===== config.mk =====
export PLATFORM = sky130hd
export DESIGN_NAME = bus_region_ctrl
export DESIGN_NICKNAME = d
export VERILOG_FILES = /design/src/rtl/bus_region_pkg.sv /design/src/rtl/bus_wait_timer.sv /design/src/rtl/bus_region_ctrl.sv
export SDC_FILE = /design/constraint.sdc
export NUM_CORES = 1
export LEC_CHECK = 0
export BUFFER_PORTS_ARGS = -buffer_cell sky130_fd_sc_hd__buf_2
export CORE_AREA = 2 2 120 99
export CTS_BUF_LIST = sky130_fd_sc_hd__clkbuf_2
export CTS_CLUSTER_DIAMETER = 150
export DETAILED_ROUTE_END_ITERATION = 10
export DIE_AREA = 0 0 122 101
export PLACE_DENSITY = 0.69
export REMOVE_ABC_BUFFERS = 1
export SLEW_MARGIN = 20
export SYNTH_ARGS = -nofsm -noshare
export SYNTH_HDL_FRONTEND = slang
export SYNTH_SLANG_ARGS = --single-unit

===== constraint.sdc =====
create_clock -name clk -period 3.03 [get_ports clk]
set_input_delay 0.909 -clock clk [delete_from_list [all_inputs] [get_ports clk]]
set_output_delay 0.909 -clock clk [all_outputs]
set_load 0.02 [all_outputs]

===== src/rtl/bus_region_pkg.sv =====
// Shared types and constants for the bus region controller.
package bus_region_pkg;

  // Controller states: idle decode, fixed wait count, device handshake.
  typedef enum logic [1:0] {
    IDLE = 2'd0,
    WAIT = 2'd1,
    HSHK = 2'd2
  } state_e;

  // Wait/timeout counter width; fits the largest handshake timeout.
  localparam int CNT_W = 10;

  // Slot index width; WAITS and HS_MASK describe up to 8 slots.
  localparam int SLOT_W = 3;

  // The IO region always sits in the slot just above the memory regions.
  function automatic logic [SLOT_W-1:0] io_slot(input int nreg);
    return SLOT_W'(nreg);
  endfunction

endpackage


===== src/rtl/bus_wait_timer.sv =====
// Loadable down-counter shared by the fixed-wait and handshake states.
module bus_wait_timer
  import bus_region_pkg::*;
(
  input  logic             clk,
  input  logic             reset,
  input  logic             load,
  input  logic [CNT_W-1:0] load_val,
  input  logic             en,
  output logic             zero
);

  logic [CNT_W-1:0] cnt;

  // Load takes priority; otherwise count down while enabled, holding at zero.
  // NOTE: sequential state uses non-blocking assignments so every register
  // samples pre-edge values, independent of block evaluation order.
  always_ff @(posedge clk) begin
    if (reset) begin
      cnt <= '0;
    end else if (load) begin
      cnt <= load_val;
    end else if (en && (cnt != '0)) begin
      cnt <= cnt - CNT_W'(1);
    end
  end

  assign zero = (cnt == '0);

endmodule


===== src/rtl/bus_region_ctrl.sv =====
// Address decode, chip selects, read-data mux and cpu_clken stall control
// for NREG equal memory regions plus one IO region.
module bus_region_ctrl
  import bus_region_pkg::*;
#(
  parameter int               ASIZE    = 20,
  parameter int               DSIZE    = 32,
  parameter int               NREG     = 4,
  parameter logic [31:0]      WAITS    = 32'h0000_0001,
  parameter logic [7:0]       HS_MASK  = 8'b0000_0100,
  parameter int               TMO      = 255,
  parameter logic [DSIZE-1:0] ERR_DATA = 32'hDEAD_BEEF
) (
  input  logic                  clk,
  input  logic                  reset,
  input  logic                  vpa,
  input  logic                  vda,
  input  logic                  vio,
  input  logic                  rnw,
  input  logic [ASIZE-1:0]      address,
  input  logic [NREG*DSIZE-1:0] dev_rdata,
  input  logic [DSIZE-1:0]      io_rdata,
  input  logic [NREG:0]         dev_ack,
  input  logic                  err_clr,
  output logic [NREG-1:0]       cs_b,
  output logic                  io_cs_b,
  output logic [DSIZE-1:0]      cpu_din,
  output logic                  cpu_clken,
  output logic                  timeout_err
);

  localparam int                RBITS   = $clog2(NREG);
  localparam logic [SLOT_W-1:0] IO_SLOT = io_slot(NREG);

  state_e            state_q, state_d;
  logic [SLOT_W-1:0] sel, sel_q, sel_d;
  logic              access;
  logic [3:0]        wait_cnt;
  logic              use_hs;
  logic [7:0]        ack_pad;
  logic              tmr_load, tmr_en, tmr_zero;
  logic [CNT_W-1:0]  tmr_val;
  logic              timeout;
  logic              clken;

  // rnw is reserved for future write-only wait modes; low address bits only
  // matter to the devices themselves.
  logic unused_in;
  assign unused_in = ^{rnw, address[ASIZE-RBITS-1:0]};

  // Current-cycle decode; the CPU holds these stable while stalled.
  assign access   = vio | vpa | vda;
  assign sel      = vio ? IO_SLOT : SLOT_W'(address[ASIZE-1 -: RBITS]);
  assign wait_cnt = WAITS[{sel, 2'b00} +: 4];
  assign use_hs   = HS_MASK[sel];
  assign ack_pad  = 8'(dev_ack);

  bus_wait_timer u_timer (
    .clk      (clk),
    .reset    (reset),
    .load     (tmr_load),
    .load_val (tmr_val),
    .en       (tmr_en),
    .zero     (tmr_zero)
  );

  // State and latched slot registers.
  always_ff @(posedge clk) begin
    if (reset) begin
      state_q <= IDLE;
      sel_q   <= '0;
    end else begin
      state_q <= state_d;
      sel_q   <= sel_d;
    end
  end

  // Next-state, stall and timer control.
  // NOTE: every output of this block gets a default first, so no path can
  // leave a signal unassigned and infer a latch.
  always_comb begin
    state_d  = state_q;
    sel_d    = sel_q;
    clken    = 1'b1;
    tmr_load = 1'b0;
    tmr_val  = '0;
    tmr_en   = 1'b0;
    timeout  = 1'b0;
    unique case (state_q)
      IDLE: begin
        if (access) begin
          if (use_hs) begin
            if (!ack_pad[sel]) begin
              clken    = 1'b0;
              tmr_load = 1'b1;
              tmr_val  = CNT_W'(TMO - 1);
              sel_d    = sel;
              state_d  = HSHK;
            end
          end else if (wait_cnt != 4'd0) begin
            clken    = 1'b0;
            tmr_load = 1'b1;
            tmr_val  = CNT_W'(wait_cnt - 4'd1);
            sel_d    = sel;
            state_d  = WAIT;
          end
        end
      end
      WAIT: begin
        if (!access || tmr_zero) begin
          state_d = IDLE;
        end else begin
          clken  = 1'b0;
          tmr_en = 1'b1;
        end
      end
      HSHK: begin
        if (!access || ack_pad[sel_q]) begin
          state_d = IDLE;
        end else if (tmr_zero) begin
          timeout = 1'b1;
          state_d = IDLE;
        end else begin
          clken  = 1'b0;
          tmr_en = 1'b1;
        end
      end
      default: state_d = IDLE;
    endcase
    // Reset releases the CPU immediately and suppresses any error.
    if (reset) begin
      clken   = 1'b1;
      timeout = 1'b0;
    end
  end

  assign cpu_clken = clken;

  // Sticky timeout flag; a new timeout wins over a simultaneous clear.
  always_ff @(posedge clk) begin
    if (reset) begin
      timeout_err <= 1'b0;
    end else if (timeout) begin
      timeout_err <= 1'b1;
    end else if (err_clr) begin
      timeout_err <= 1'b0;
    end
  end

  // Active-low chip selects from the current decode.
  always_comb begin
    cs_b = '1;
    for (int r = 0; r < NREG; r++) begin
      cs_b[r] = !(!vio && (vpa || vda) && (sel == SLOT_W'(r)));
    end
  end

  assign io_cs_b = !vio;

  // Read-data mux by slot, forced to ERR_DATA in the timeout cycle.
  always_comb begin
    cpu_din = io_rdata;
    for (int r = 0; r < NREG; r++) begin
      if (sel == SLOT_W'(r)) cpu_din = dev_rdata[DSIZE*r +: DSIZE];
    end
    if (timeout) cpu_din = ERR_DATA;
  end

endmodule


==> flow_metrics.env, run 1 <==
export IMPL_status="finished, violations left"
export IMPL_violations="negative setup slack"
export IMPL_path_cells="inv_2 -> ha_1 -> or4b_4 -> or3_4 -> nor4_4 -> nand2_2 -> buf_12 -> o211ai_1 -> buf_4"
export IMPL_syn_cell_area_sq_um=2740
export IMPL_clkSlewWorstSetupHoldPaths_ns=0.18
export IMPL_cts_tree="yes"
export IMPL_vias=3553
export IMPL_dp_slack_ns=-0.264
export IMPL_async_reset_ff_share_pct=0
export IMPL_cts_inserted_buffers=3
export IMPL_slew_limit_headroom_pct=58.5
export IMPL_cpMaxStageDelayCell="or4b_4"
export IMPL_path_buf_inv=3
export IMPL_cts_root_buffer="clkbuf_2"
export IMPL_die_area_sq_um=12300
export IMPL_maxCapViolCount=0
export IMPL_cp_depth=9
export IMPL_synth_edff_count=0
export IMPL_detail_route_vias_per_cell=4.89
export IMPL_path_delay_family="simple AND/OR/NAND/NOR gates"
export IMPL_finalSetupViolations=33
export IMPL_finalCritPeriodShare_pct=111
export IMPL_worst_pin_slew_ns=0.616
export IMPL_layout_setup_ws_ns=-0.336
export IMPL_cts_sinks=16
export IMPL_clockBufferDepth=2
export IMPL_area_delta_synth_final_pct=67.7
export IMPL_io_buffers=211
export IMPL_firstDrtPassIters=4
export IMPL_hpwl_um=9390
export IMPL_ys_ff_latch=16
export IMPL_whs_ns=0.484
export IMPL_io_pins=231
export IMPL_routed_wl_um=11600
export IMPL_rsz0062_at_grt="yes"
export IMPL_hold_buffers=0
export IMPL_yosysWarnings=0
export IMPL_grt_pass1_vias=3430
export IMPL_cp_max_fo=25
export IMPL_fillers=1135
export IMPL_htreeDepth=1
export IMPL_final_common_cell="buf_2"
export IMPL_r2r_cells=11
export IMPL_initial_core_util_pct=24.5
export IMPL_finalHoldViolations=0
export IMPL_postSynthCellCount=338
export IMPL_ant_nets=0
export IMPL_nNetsFinal=777
export IMPL_grt_start_max_net_pins=31
export IMPL_grt_usage_pct=17.0
export IMPL_initialDrtViolationCount=120
export IMPL_cp_data_required_time_ns=2.12
export IMPL_gp_congestion=0.823
export IMPL_ys_flop_type="dfxtp_1"
export IMPL_fp_dieH_um=101
export IMPL_netlist_cell_type_count=56
export IMPL_finalMaxSlewViolations=0
export IMPL_min_period_ns=3.37
export IMPL_multiInputGateArea_sq_um=2230
export IMPL_crit_type="flop to primary output"
export IMPL_start_kind="flop"
export IMPL_hold_depth=2
export IMPL_coreArea_sq_um=11200
export IMPL_wire_per_inst_um=16.0
export IMPL_cellLeakagePower_nw=2.23
export IMPL_rows=35
export IMPL_clk_latency_ns=0.32
export IMPL_final_util_pct=41.1
export IMPL_fmax_mhz=297
export IMPL_avgSynthCellArea_sq_um=8.10
export IMPL_layout_common_cells="buf_2, mux2_2, buf_4"
export IMPL_drc=0
export IMPL_arrival_ns=2.46
export IMPL_end_kind="primary output"
export IMPL_crit_path_max_incr_delay_ns=0.46
export IMPL_ys_seq_area_share_pct=11.7
export IMPL_worst_hold_path_type="flop to flop"
export IMPL_vdd_drop_max_mv=0.101
export IMPL_grt_overflow_total=0
export IMPL_die_w_um=122
export IMPL_drive_gt1_share_pct=63.1
export IMPL_grt_pass1_wl_um=16800
export IMPL_regArea_sq_um=323
export IMPL_p_per_area_nw_per_um2=233
export IMPL_fin_setup_tns_ns=-9.61
export IMPL_finClkSkew_ns=0.00902
export IMPL_antenna_found_initial=1
[worst reg2reg max path, cell delays in order (launching register included)]
cell	delay (ns)
dfxtp_2	0.37
inv_2	0.05
ha_1	0.14
or4b_4	0.46
buf_4	0.15
buf_6	0.10
o31a_1	0.27
buf_4	0.14
buf_4	0.13
and2_4	0.16
o221a_4	0.28
a32o_1	0.22
[metrics by stage]
| step | total power [mW] | instances | instance area (sq um) |
|---|---|---|---|
| floorplan | 0.566 | 311 | 2610 |
| global placement | 0.867 | 717 | 4310 |
| detailed placement | 0.876 | 717 | 4310 |
| CTS | 1.05 | 724 | 4550 |
| global route | 1.14 | 726 | 4590 |
| finish | 1.07 | 727 | 4590 |
[kinds of logic (layout without fill, tap and decap cells)]
group,Yosys count,in the layout,synth area share (%)
buf+inv,60,300,9.24
compound gates,108,108,33.6
fa+ha+maj,6,6,2.74
mux,66,66,26.7
other cells,0,1,0
flops,16,16,11.7
simple gates,82,82,16.0
[what timing repair did]
item | 4_1_cts | 5_1_grt
pin swaps | 17 | 7
setup endpoints to repair | 33 | 33
setup buffers | 3 | 2
resized for setup | 62 | 5
[Yosys cell counts (3+ instances only)]
library cell / n / area, sq um
mux2i_1: 10 / 100
dfxtp_1: 16 / 320
nor2_1: 27 / 101
clkbuf_1: 14 / 52.6
o31ai_1: 5 / 37.5
nand2_1: 20 / 75.1
nand3_1: 4 / 20.0
buf_2: 3 / 15.0
o221ai_1: 24 / 210
o211ai_1: 15 / 113
inv_1: 33 / 124
ha_1: 6 / 75.1
buf_1: 6 / 22.5
a32o_1: 3 / 30.0
o32ai_1: 3 / 26.3
o2111ai_1: 3 / 26.3
o211ai_2: 18 / 225
a21oi_1: 10 / 50.1
buf_6: 3 / 33.8
nand2b_1: 3 / 18.8
o21ai_0: 12 / 60.1
mux2_2: 56 / 631
or2_2: 3 / 18.8
[final cells by class]
class / instances / share of cell area [%]
flip-flops and latches: 16 / 7.03
diodes: 1 / 0.0545
clock buffers: 3 / 0.327
repair buffers: 263 / 37.2
inverters: 33 / 2.70
well taps: 148 / 4.03
multi-input cells: 262 / 48.5
clock inverters: 1 / 0.0818
[power by group]
part	switching [mW]	total [mW]	internal [mW]
clock	0.0812	0.110	0.0287
sequential	0.00547	0.223	0.217
combinational	0.348	0.737	0.389
[worst paths after layout]
check,startpoint,slack (ns),to
setup / recovery,u_timer.cnt[0]$_SDFFE_PP0P_,-0.34,cpu_din[31]
hold / removal,timeout_err$_SDFFE_PP0P_,0.48,timeout_err$_SDFFE_PP0P_
setup reg to reg,u_timer.cnt[0]$_SDFFE_PP0P_,0.48,u_timer.cnt[2]$_SDFFE_PP0P_
hold reg to reg,timeout_err$_SDFFE_PP0P_,0.48,timeout_err$_SDFFE_PP0P_
[flip-flops by register name, summed over array words and instances, names as in the netlist]
register / cells
sel_q: 3
state_q: 2
timeout_err: 1
u_timer.cnt: 10
[metal layers]
metal | wire (um) | up-vias | global-route usage, %
met4 | 66 | 0 | 2.21
li1 | - | 1771 | -
met2 | 5970 | 112 | 30.6
met1 | 4970 | 1662 | 21.7
met5 | 0 | - | 0
met3 | 625 | 8 | 2.88
Note: power is estimated with default switching activity, not from simulation.
==> run 2: changes to the inputs <==
Settings changed: ABC_AREA from default to 1, CORE_AREA 2 2 120 99 to 2 2 99 82, DIE_AREA 0 0 122 101 to 0 0 101 84, PLACE_DENSITY 0.69 to 0.88.
==> run 2 against run 1 <==
The run still ends with negative setup slack left. Sequential share of layout area down 0.71 points. Synthesized cell count is 39% higher. Non-clock buffer count up 15. Wire length increased by 35%. Area after synthesis decreased by 7.2%. Combinational power grew 51%. Utilization is 26 points higher. Via count grew 30%. Power increased by 37%. Count of clock-buffer cells in the layout did not move. Clock power down 11%. Largest power group unchanged.
==> flow_metrics.env, run 2 <==
export IMPL_cts_root_buffer="clkbuf_2"
export IMPL_clk_latency_ns=0.30
export IMPL_yosys_area_top_type_share_pct=16.0
export IMPL_die_w_um=101
export IMPL_end_kind="primary output"
export IMPL_wire_per_inst_um=19.2
export IMPL_ant_nets=0
export IMPL_top_regs="u_timer.cnt (10), sel_q (3), state_q (2)"
export IMPL_drc=0
export IMPL_violations="negative setup slack"
export IMPL_start_kind="input port"
export IMPL_maxCapViolCount=0
export IMPL_coreArea_sq_um=7620
export IMPL_hpwl_um=9330
export IMPL_initialDrtViolationCount=299
export IMPL_cts_tree="yes"
export IMPL_crit_type="input port to primary output"
export IMPL_ys_top_cells_by_area="nand2_1, nor2_1, dfxtp_1, o31ai_1, nand3_1"
export IMPL_initial_core_util_pct=33.3
export IMPL_cp_data_required_time_ns=2.12
export IMPL_hold_buffers=0
export IMPL_io_pins=231
export IMPL_cellLeakagePower_nw=2.55
export IMPL_slew_limit_headroom_pct=75.1
export IMPL_layout_common_cells="buf_2, nand2_1, nor2_1"
export IMPL_grt_start_max_net_pins=41
export IMPL_avgSynthCellArea_sq_um=5.42
export IMPL_postSynthCellCount=469
export IMPL_gp_congestion=0.865
export IMPL_arrival_ns=2.32
export IMPL_die_area_sq_um=8480
export IMPL_htreeDepth=1
export IMPL_vdd_drop_max_mv=0.275
export IMPL_status="finished, violations left"
export IMPL_worst_hold_path_type="flop to flop"
export IMPL_dp_slack_ns=-0.173
export IMPL_synth_area_leader_cell="nand2_1"
export IMPL_fin_setup_tns_ns=-2.00
export IMPL_swShare_pct=46.9
export IMPL_fin_area_sq_um=5110
export IMPL_routed_wl_um=15600
export IMPL_antenna_found_initial=2
export IMPL_synth_most_common_cell="nand2_1"
export IMPL_layout_setup_ws_ns=-0.194
export IMPL_finalSetupViolations=31
export IMPL_finalMaxSlewViolations=0
export IMPL_comb_power_share_pct=75.7
export IMPL_p_per_area_nw_per_um2=286
export IMPL_synth_common_cells="nand2_1, nor2_1, nand3_1, inv_1"
export IMPL_firstDrtPassIters=5
export IMPL_rsz0062_at_grt="yes"
export IMPL_yosysWarnings=0
export IMPL_vias=4622
export IMPL_fp_dieH_um=84
export IMPL_fmax_mhz=310
export IMPL_drive_gt1_share_pct=52.6
export IMPL_ys_ff_latch=16
export IMPL_pwr_share_clk_pct=6.7
export IMPL_fillers=644
export IMPL_cts_sinks=16
export IMPL_grt_pass1_wl_um=19700
export IMPL_dpl_cell_area_sq_um=3930
export IMPL_area_delta_synth_final_pct=101
export IMPL_largest_register_ffs=10
export IMPL_clockBufferDepth=2
export IMPL_finalCritPeriodShare_pct=106
export IMPL_finClkSkew_ns=0.0140
export IMPL_intPower_mw=0.776
export IMPL_clkSlewWorstSetupHoldPaths_ns=0.15
export IMPL_ys_flop_type="dfxtp_1"
export IMPL_rows=29
export IMPL_cp_max_fo=6
export IMPL_grt_overflow_total=0
export IMPL_cts_inserted_buffers=3
export IMPL_synth_edff_count=0
export IMPL_netlist_cell_type_count=26
export IMPL_nNetsFinal=918
export IMPL_finalHoldViolations=0
export IMPL_grt_pass1_vias=4011
export IMPL_worst_pin_slew_ns=0.372
export IMPL_p_switching_mw=0.685
export IMPL_top_register="u_timer.cnt"
export IMPL_min_period_ns=3.22
export IMPL_io_buffers=211
export IMPL_final_common_cell="buf_2"
export IMPL_pwr_share_seq_pct=17.6
export IMPL_async_reset_ff_share_pct=0
export IMPL_syn_cell_area_sq_um=2540
export IMPL_ys_seq_area_share_pct=12.6
export IMPL_grt_usage_pct=28.9
export IMPL_detail_route_vias_per_cell=5.69
run 2: critical path: stages:
cell and delay, ns:
buf_8 0.11, buf_6 0.11, nand2_4 0.07, nor2_4 0.07, buf_6 0.13, clkbuf_16 0.16
a21oi_4 0.15, o31ai_4 0.08, o211ai_1 0.19, nand3_1 0.16, buf_6 0.16
run 2: layout make-up:
class / count / area (sq um) / area share, %
antenna: 2 / 5.00 / 0.0980
clock buffer: 3 / 15.0 / 0.294
inverter: 36 / 155 / 3.04
multi-input combinational: 385 / 2400 / 47.1
sequential: 16 / 323 / 6.32
tap: 93 / 116 / 2.28
timing repair buffer: 278 / 2090 / 40.9
run 2: stage by stage:
step / hold slack (ns) / total power, mW / std cells / util (%)
6_report: 0.483 / 1.46 / 813 / 67.0
5_1_grt: 0.531 / 1.56 / 813 / 67.0
4_1_cts: 0.490 / 1.26 / 792 / 58.1
3_5_place_dp: 0.465 / 1.07 / 777 / 51.5
3_3_place_gp: 0.455 / 1.05 / 777 / 51.5
2_1_floorplan: 0.441 / 0.756 / 437 / -
run 2: power by group through the flow:
stage / Combinational (mW) / Clock [mW] / Sequential, mW
finish: 1.11 / 0.0979 / 0.257
global route: 1.19 / 0.114 / 0.260
CTS: 0.907 / 0.101 / 0.254
detailed placement: 0.808 / 0 / 0.259
global placement: 0.794 / 0 / 0.258
floorplan: 0.501 / 0 / 0.256
run 2: kinds of logic after synthesis:
group / after synthesis / synth area share [%]
adder cells (fa/ha/maj): 6 / 2.96
flip-flops: 16 / 12.6
buffers and inverters: 68 / 11.2
XOR/XNOR: 8 / 2.76
AND/OR/NAND/NOR: 265 / 43.7
AO/OA/AOI/OAI: 106 / 26.7
run 2: final timing paths:
| path | start | to | slack, ns | cells past startpoint |
|---|---|---|---|---|
| min | timeout_err$_SDFFE_PP0P_ | timeout_err$_SDFFE_PP0P_ | 0.48 | 2 |
| max | address[18] | cpu_din[10] | -0.19 | 11 |
| min reg2reg | timeout_err$_SDFFE_PP0P_ | timeout_err$_SDFFE_PP0P_ | 0.48 | 2 |
| max reg2reg | u_timer.cnt[0]$_SDFFE_PP0P_ | u_timer.cnt[6]$_SDFFE_PP0P_ | 0.99 | 13 |
run 2: per-layer routing:
metal / wire, um / GRT usage (%)
met4: 1070 / 11.3
met3: 1800 / 7.62
met2: 7380 / 50.3
met5: 0 / 0
met1: 5390 / 33.4
run 2: repair_timing:
action / CTS / global route
setup buffers: 9 / 13
cloned: 3 / 7
gates resized for setup: 92 / 122
setup endpoints to repair: 32 / 33
pin swaps: 28 / 56
